$ cat config.mk
export PLATFORM = sky130hd
export DESIGN_NAME = cart_detect_seq
export DESIGN_NICKNAME = d
export VERILOG_FILES = /design/src/rtl/cart2600_pkg.sv /design/src/rtl/cart_detect_seq.sv
export SDC_FILE = /design/constraint.sdc
export NUM_CORES = 1
export LEC_CHECK = 0
export BUFFER_PORTS_ARGS = -buffer_cell sky130_fd_sc_hd__buf_2
export CAP_MARGIN = 20
export CORE_ASPECT_RATIO = 1.2
export CORE_UTILIZATION = 55
export CTS_CLUSTER_DIAMETER = 120
export DETAILED_ROUTE_END_ITERATION = 7
export GPL_TIMING_DRIVEN = 0
export PLACE_DENSITY_LB_ADDON = 0.3
export SETUP_SLACK_MARGIN = 0.3
export SYNTH_ARGS = -nofsm -noshare
export SYNTH_HDL_FRONTEND = slang
export SYNTH_SLANG_ARGS = --single-unit
$ cat constraint.sdc
create_clock -name clk -period 5.21 [get_ports clk]
set_clock_uncertainty 0.05 [all_clocks]
set_input_delay 0.7815 -clock clk [delete_from_list [all_inputs] [get_ports clk]]
set_output_delay 0.7815 -clock clk [all_outputs]
set_load 0.05 [all_outputs]
$ cat src/rtl/cart2600_pkg.sv
// rtl/cart2600_pkg.sv - shared 2600 cart mapper codes, sequencer state type and helpers
package cart2600_pkg;

    // Mapper selection codes shared with the 2600 cart mapper configuration.
    localparam logic [3:0] BS_NONE = 4'd0;
    localparam logic [3:0] BS_F8   = 4'd1;
    localparam logic [3:0] BS_F6   = 4'd2;
    localparam logic [3:0] BS_FE   = 4'd3;
    localparam logic [3:0] BS_E0   = 4'd4;
    localparam logic [3:0] BS_3F   = 4'd5;
    localparam logic [3:0] BS_F4   = 4'd6;
    localparam logic [3:0] BS_P2   = 4'd7;
    localparam logic [3:0] BS_FA   = 4'd8;
    localparam logic [3:0] BS_CV   = 4'd9;
    localparam logic [3:0] BS_UA   = 4'd11;
    localparam logic [3:0] BS_E7   = 4'd12;
    localparam logic [3:0] BS_F0   = 4'd13;
    localparam logic [3:0] BS_32   = 4'd14;

    typedef enum logic [2:0] {
        ST_IDLE,
        ST_REQ,
        ST_FEED,
        ST_SETTLE,
        ST_FINISH
    } cds_state_t;

    // Scan length saturates to the detector window instead of truncating the
    // 32-bit size, so a 32 KiB image scans 8192 bytes rather than 0.
    function automatic logic [13:0] sat_len(input logic [31:0] size, input int unsigned max_len);
        if (size > 32'(max_len)) begin
            return 14'(max_len);
        end
        return size[13:0];
    endfunction

endpackage

$ cat src/rtl/cart_detect_seq.sv
// rtl/cart_detect_seq.sv - replays a downloaded cart image into the bankswitch detector
//
// Ports:
//   clk, reset_n              clock, synchronous active-low reset
//   start, cart_size, ext_bs  scan trigger, image size, extension-forced mapper
//   mem_req/mem_addr          cart memory read request (held until mem_ack)
//   mem_ack/mem_data          read completion with same-cycle data
//   det_addr/det_data         byte presented to the detector
//   det_enable                one-cycle detector byte strobe
//   det_force_bs, det_sc      detector results sampled at the end of the scan
//   busy, done                scan in progress / results latched pulse
//   bs_sel, sc_sel, err       latched mapper, Superchip flag, ack-timeout flag
module cart_detect_seq
    import cart2600_pkg::*;
#(
    parameter int SCAN_MAX    = 8192,
    parameter int SETTLE      = 3,
    parameter int ACK_TIMEOUT = 255
) (
    input  logic        clk,
    input  logic        reset_n,
    input  logic        start,
    input  logic [31:0] cart_size,
    input  logic [3:0]  ext_bs,
    output logic        mem_req,
    output logic [12:0] mem_addr,
    input  logic        mem_ack,
    input  logic [7:0]  mem_data,
    output logic [12:0] det_addr,
    output logic [7:0]  det_data,
    output logic        det_enable,
    input  logic [3:0]  det_force_bs,
    input  logic        det_sc,
    output logic        busy,
    output logic        done,
    output logic [3:0]  bs_sel,
    output logic        sc_sel,
    output logic        err
);

    localparam int SETTLE_N = (SETTLE < 1) ? 1 : SETTLE;
    localparam int TO_N     = (ACK_TIMEOUT < 1) ? 1 : ACK_TIMEOUT;
    localparam int TW       = $clog2(TO_N + 1);
    localparam int SW       = $clog2(SETTLE_N + 1);
    localparam logic [TW-1:0] TO_LAST     = TW'(TO_N - 1);
    localparam logic [SW-1:0] SETTLE_LAST = SW'(SETTLE_N - 1);

    cds_state_t    state;
    cds_state_t    state_nx;
    logic [13:0]   len;
    logic [13:0]   addr;
    logic [3:0]    ext_q;
    logic [TW-1:0] tcnt;
    logic [SW-1:0] scnt;
    logic          last_byte;
    logic          timeout;

    // 14-bit compare so len == 8192 ends at 0x1FFF without wrapping to 0.
    assign last_byte = (addr == (len - 14'd1));
    assign timeout   = (tcnt == TO_LAST);
    assign mem_addr  = addr[12:0];

    always_comb begin
        state_nx   = state;
        mem_req    = 1'b0;
        det_enable = 1'b0;
        case (state)
            ST_IDLE: begin
                if (start) begin
                    state_nx = (sat_len(cart_size, SCAN_MAX) == 14'd0) ? ST_SETTLE : ST_REQ;
                end
            end
            ST_REQ: begin
                mem_req = 1'b1;
                if (mem_ack) begin
                    state_nx = ST_FEED;
                end else if (timeout) begin
                    state_nx = ST_SETTLE;
                end
            end
            ST_FEED: begin
                det_enable = 1'b1;
                state_nx   = last_byte ? ST_SETTLE : ST_REQ;
            end
            ST_SETTLE: begin
                if (scnt == SETTLE_LAST) begin
                    state_nx = ST_FINISH;
                end
            end
            ST_FINISH: begin
                state_nx = ST_IDLE;
            end
            default: begin
                state_nx = ST_IDLE;
            end
        endcase
    end

    always_ff @(posedge clk) begin
        if (!reset_n) begin
            state    <= ST_IDLE;
            len      <= '0;
            addr     <= '0;
            ext_q    <= '0;
            tcnt     <= '0;
            scnt     <= '0;
            det_addr <= '0;
            det_data <= '0;
            busy     <= 1'b0;
            done     <= 1'b0;
            bs_sel   <= '0;
            sc_sel   <= 1'b0;
            err      <= 1'b0;
        end else begin
            state <= state_nx;
            done  <= 1'b0;
            // busy covers the done cycle; a start in that same cycle re-arms it below.
            if (done) begin
                busy <= 1'b0;
            end
            case (state)
                ST_IDLE: begin
                    if (start) begin
                        len   <= sat_len(cart_size, SCAN_MAX);
                        ext_q <= ext_bs;
                        addr  <= '0;
                        err   <= 1'b0;
                        tcnt  <= '0;
                        scnt  <= '0;
                        busy  <= 1'b1;
                    end
                end
                ST_REQ: begin
                    if (mem_ack) begin
                        det_data <= mem_data;
                        det_addr <= addr[12:0];
                        tcnt     <= '0;
                    end else if (timeout) begin
                        err  <= 1'b1;
                        tcnt <= '0;
                    end else begin
                        tcnt <= tcnt + TW'(1);
                    end
                end
                ST_FEED: begin
                    if (!last_byte) begin
                        addr <= addr + 14'd1;
                    end
                end
                ST_SETTLE: begin
                    scnt <= (scnt == SETTLE_LAST) ? '0 : scnt + SW'(1);
                end
                ST_FINISH: begin
                    // Extension mapper wins even after an aborted scan; detector
                    // results are not trusted when the scan did not complete.
                    bs_sel <= (ext_q != 4'd0) ? ext_q : (err ? 4'd0 : det_force_bs);
                    sc_sel <= err ? 1'b0 : det_sc;
                    done   <= 1'b1;
                end
                default: begin
                end
            endcase
        end
    end

endmodule

==> impl_metrics.tcl <==
set metrics [dict create \
    dieArea_um2 7160 \
    synth_edf_count 0 \
    syn_avg_cell_area_um2 8.50 \
    cap_violations 0 \
    multiInputGateArea_um2 2020 \
    crit_family "simple AND/OR/NAND/NOR gates" \
    maxSlewHeadroom_pct 47.3 \
    synth_nets 499 \
    worst_pin_slew_ns 0.788 \
    clk_latency_ns 0.35 \
    async_flop_share_pct 0 \
    rsz0062_at_grt "false" \
    cts_setup_buffers 0 \
    fin_nets 605 \
    power.density_nw_per_um2 271 \
    ir_worst_vdd_uv 252 \
    power.leakage_nw 1.87 \
    syn_inst 442 \
    synth_flop_cell "dfxtp_1" \
    vias_per_cell 5.58 \
    portBuffers 95 \
    drive_gt1_share_pct 25.0 \
    htree_levels 3 \
    ant_nets 0 \
    initial_core_util_pct 57.5 \
    period_minus_slack_ns 2.92 \
    register_area_um2 1480 \
    fin_crit_sh_pct 56.0 \
    first_pass_iters 4 \
    crit_top_cell "nor3b_1" \
    whs_ns 0.416 \
    synth-seq-cells 74 \
    cp_data_required_time_ns 5.44 \
    wl_um 8920 \
    grt_overflow 0 \
    ys_seq_area_share_pct 39.5 \
    timing.fmax_ghz 0.343 \
    die_y_um 92.5 \
    drv_slew 0 \
    root_buffer "clkbuf_8" \
    gp_congestion 0.871 \
    routedWlPerCell_um 14.0 \
    setup_viol 0 \
    cts-resized-gates 0 \
    fillers 541 \
    fp.dieW_um 77.4 \
    grt_use_total_pct 26.2 \
    rows 32 \
    hold_path_class "register to register" \
    hold_viol 0 \
    core_area_um2 6530 \
    grt_max_degree 13 \
    insertedDiodeCount 0 \
    first_iter_violations 218 \
    clk_pin_slew_ns 0.08 \
    cts_tree "built" \
    status "completed" \
    synth_area_um2 3750 \
    fin_ws_ns 2.29 \
    io_pins 97 \
    area_delta_synth_final_pct 20.6 \
    cts_max_path_buffers 2 \
    route.detailed.drc 0 \
    cts_sinks 74 \
    hold_buffers 0 \
    path_buf_inv 1 \
    cp_slowest_cell "nor4_4" \
    synth_cell_types 56 \
    first_global_vias 3298 \
    dpl.hpwl_um 6660 \
    via_count 3559 \
    path_class "register to register" \
    cp_slowest_stage_delay_ns 0.54 \
    worstPathCellList "inv_1 -> ha_1 -> nor3b_1 -> nand3_1 -> mux2_2 -> o211a_1 -> nor4_4 -> a311oi_1 -> nor3b_1" \
    grt_first_pass_wirelength_um 15000 \
    setup_tns_ns 0 \
    antenna_found_initial 0 \
    endpoint_kind "register" \
    cts_buffers 9 \
    crit_fanout 10 \
    dpl_worst_slack_ns 2.31 \
    start_kind "register" \
    worstPathArrival_ns 3.14 \
    yosysWarnings 0 \
]
## kinds of logic after synthesis
logic type | synth area share (%)
DFF | 39.5
muxes | 2.43
and+or+nand+nor | 26.1
buffers and inverters | 6.63
xor gates and xnor gates | 4.90
AOI/OAI and AO/OA | 19.2
adders and majority gates | 1.33
## per-layer routing
metal | track usage (%) | wire (µm) | up-vias
met2 | 47.3 | 4660 | 87
li1 | - | - | 1780
met3 | 4.04 | 375 | 15
met5 | 0 | 0 | -
met4 | 11.3 | 149 | 0
met1 | 30.5 | 3740 | 1677
## registers in the layout (all words and copies together) (netlist names)
| register | cells |
|---|---|
| addr | 14 |
| bs_sel | 4 |
| busy | 1 |
| det_addr | 13 |
| det_data | 8 |
| done | 1 |
| err | 1 |
| ext_q | 4 |
| len | 14 |
| sc_sel | 1 |
| scnt | 2 |
| state | 3 |
| tcnt | 8 |
## worst paths after layout
check / startpoint / slack (ns) / endpoint / cells after the start
setup / recovery: len[0] / 2.29 / state[1] / 9
hold / removal: det_addr[9] / 0.42 / det_addr[9] / 2
setup reg to reg: len[0] / 2.29 / state[1] / 9
hold reg to reg: det_addr[9] / 0.42 / det_addr[9] / 2
## cell usage in the layout (no fill, tap or decap), drive strengths merged, types with 5 or more instances in the layout
cell and instances:
buf 113, nor3b 5, xnor2 11, or4 6, nand2 67, nand4 8, a21boi 22, o21ai 19
inv 10, nor3 14, dfxtp 74, a31oi 5, nor2 24, a21oi 26, xor2 10, mux2i 8
nor4 10, a22o 11, nand3 9, or3 11, nor2b 7, nand2b 6, clkbuf 34
## per-stage QoR
stage / std cells / util (%) / cell area (µm²) / power, mW
after global routing: 638 / 69.4 / 4530 / 1.28
after detailed placement: 622 / 66.4 / 4340 / 0.811
after CTS: 638 / 69.4 / 4530 / 1.23
after global placement: 622 / 66.4 / 4340 / 0.806
final: 638 / 69.4 / 4530 / 1.23
after floorplan: 442 / - / 3750 / 0.750
## where the power goes
group          leakage [nW]  internal [mW]  switching [mW]  total, mW
sequential            0.598          0.583          0.0120      0.595
clock                0.0960          0.213           0.215      0.428
combinational          1.17         0.0687           0.136      0.205
## worst min-delay path, cell delays in order (launching register included)
cell and delay, ns:
dfxtp_1 0.31, nand2_1 0.04, a21boi_0 0.06
## synthesized netlist by cell type, drive strengths merged, types with 4 or more instances
| master | count | area [µm²] |
|---|---|---|
| dfxtp | 74 | 1480 |
| nand2 | 67 | 251 |
| a21oi | 26 | 130 |
| nor2 | 24 | 92.6 |
| a21boi | 22 | 165 |
| clkbuf | 21 | 78.8 |
| o21ai | 19 | 95.1 |
| buf | 18 | 136 |
| nor3 | 14 | 75.1 |
| a22o | 11 | 96.3 |
| or3 | 11 | 68.8 |
| xnor2 | 11 | 96.3 |
| nor4 | 10 | 108 |
| xor2 | 10 | 87.6 |
| inv | 9 | 33.8 |
| nand3 | 9 | 45.0 |
| mux2i | 8 | 80.1 |
| nand4 | 8 | 50.1 |
| nor2b | 7 | 43.8 |
| nand2b | 6 | 37.5 |
| or4 | 6 | 48.8 |
| a31oi | 5 | 46.3 |
| nor3b | 5 | 37.5 |
| and4 | 4 | 35.0 |
| ha | 4 | 50.1 |
| o21a | 4 | 30.0 |
## layout make-up
| class | instances | share of cell area [%] |
|---|---|---|
| Multi-Input combinational cell | 320 | 44.7 |
| Sequential cell | 74 | 32.7 |
| Timing Repair Buffer | 95 | 10.5 |
| Buffer | 39 | 4.75 |
| Clock buffer | 13 | 3.73 |
| Tap cell | 85 | 2.35 |
| Inverter | 9 | 0.746 |
| Clock inverter | 3 | 0.470 |
Power figures use the tool's default switching activity.
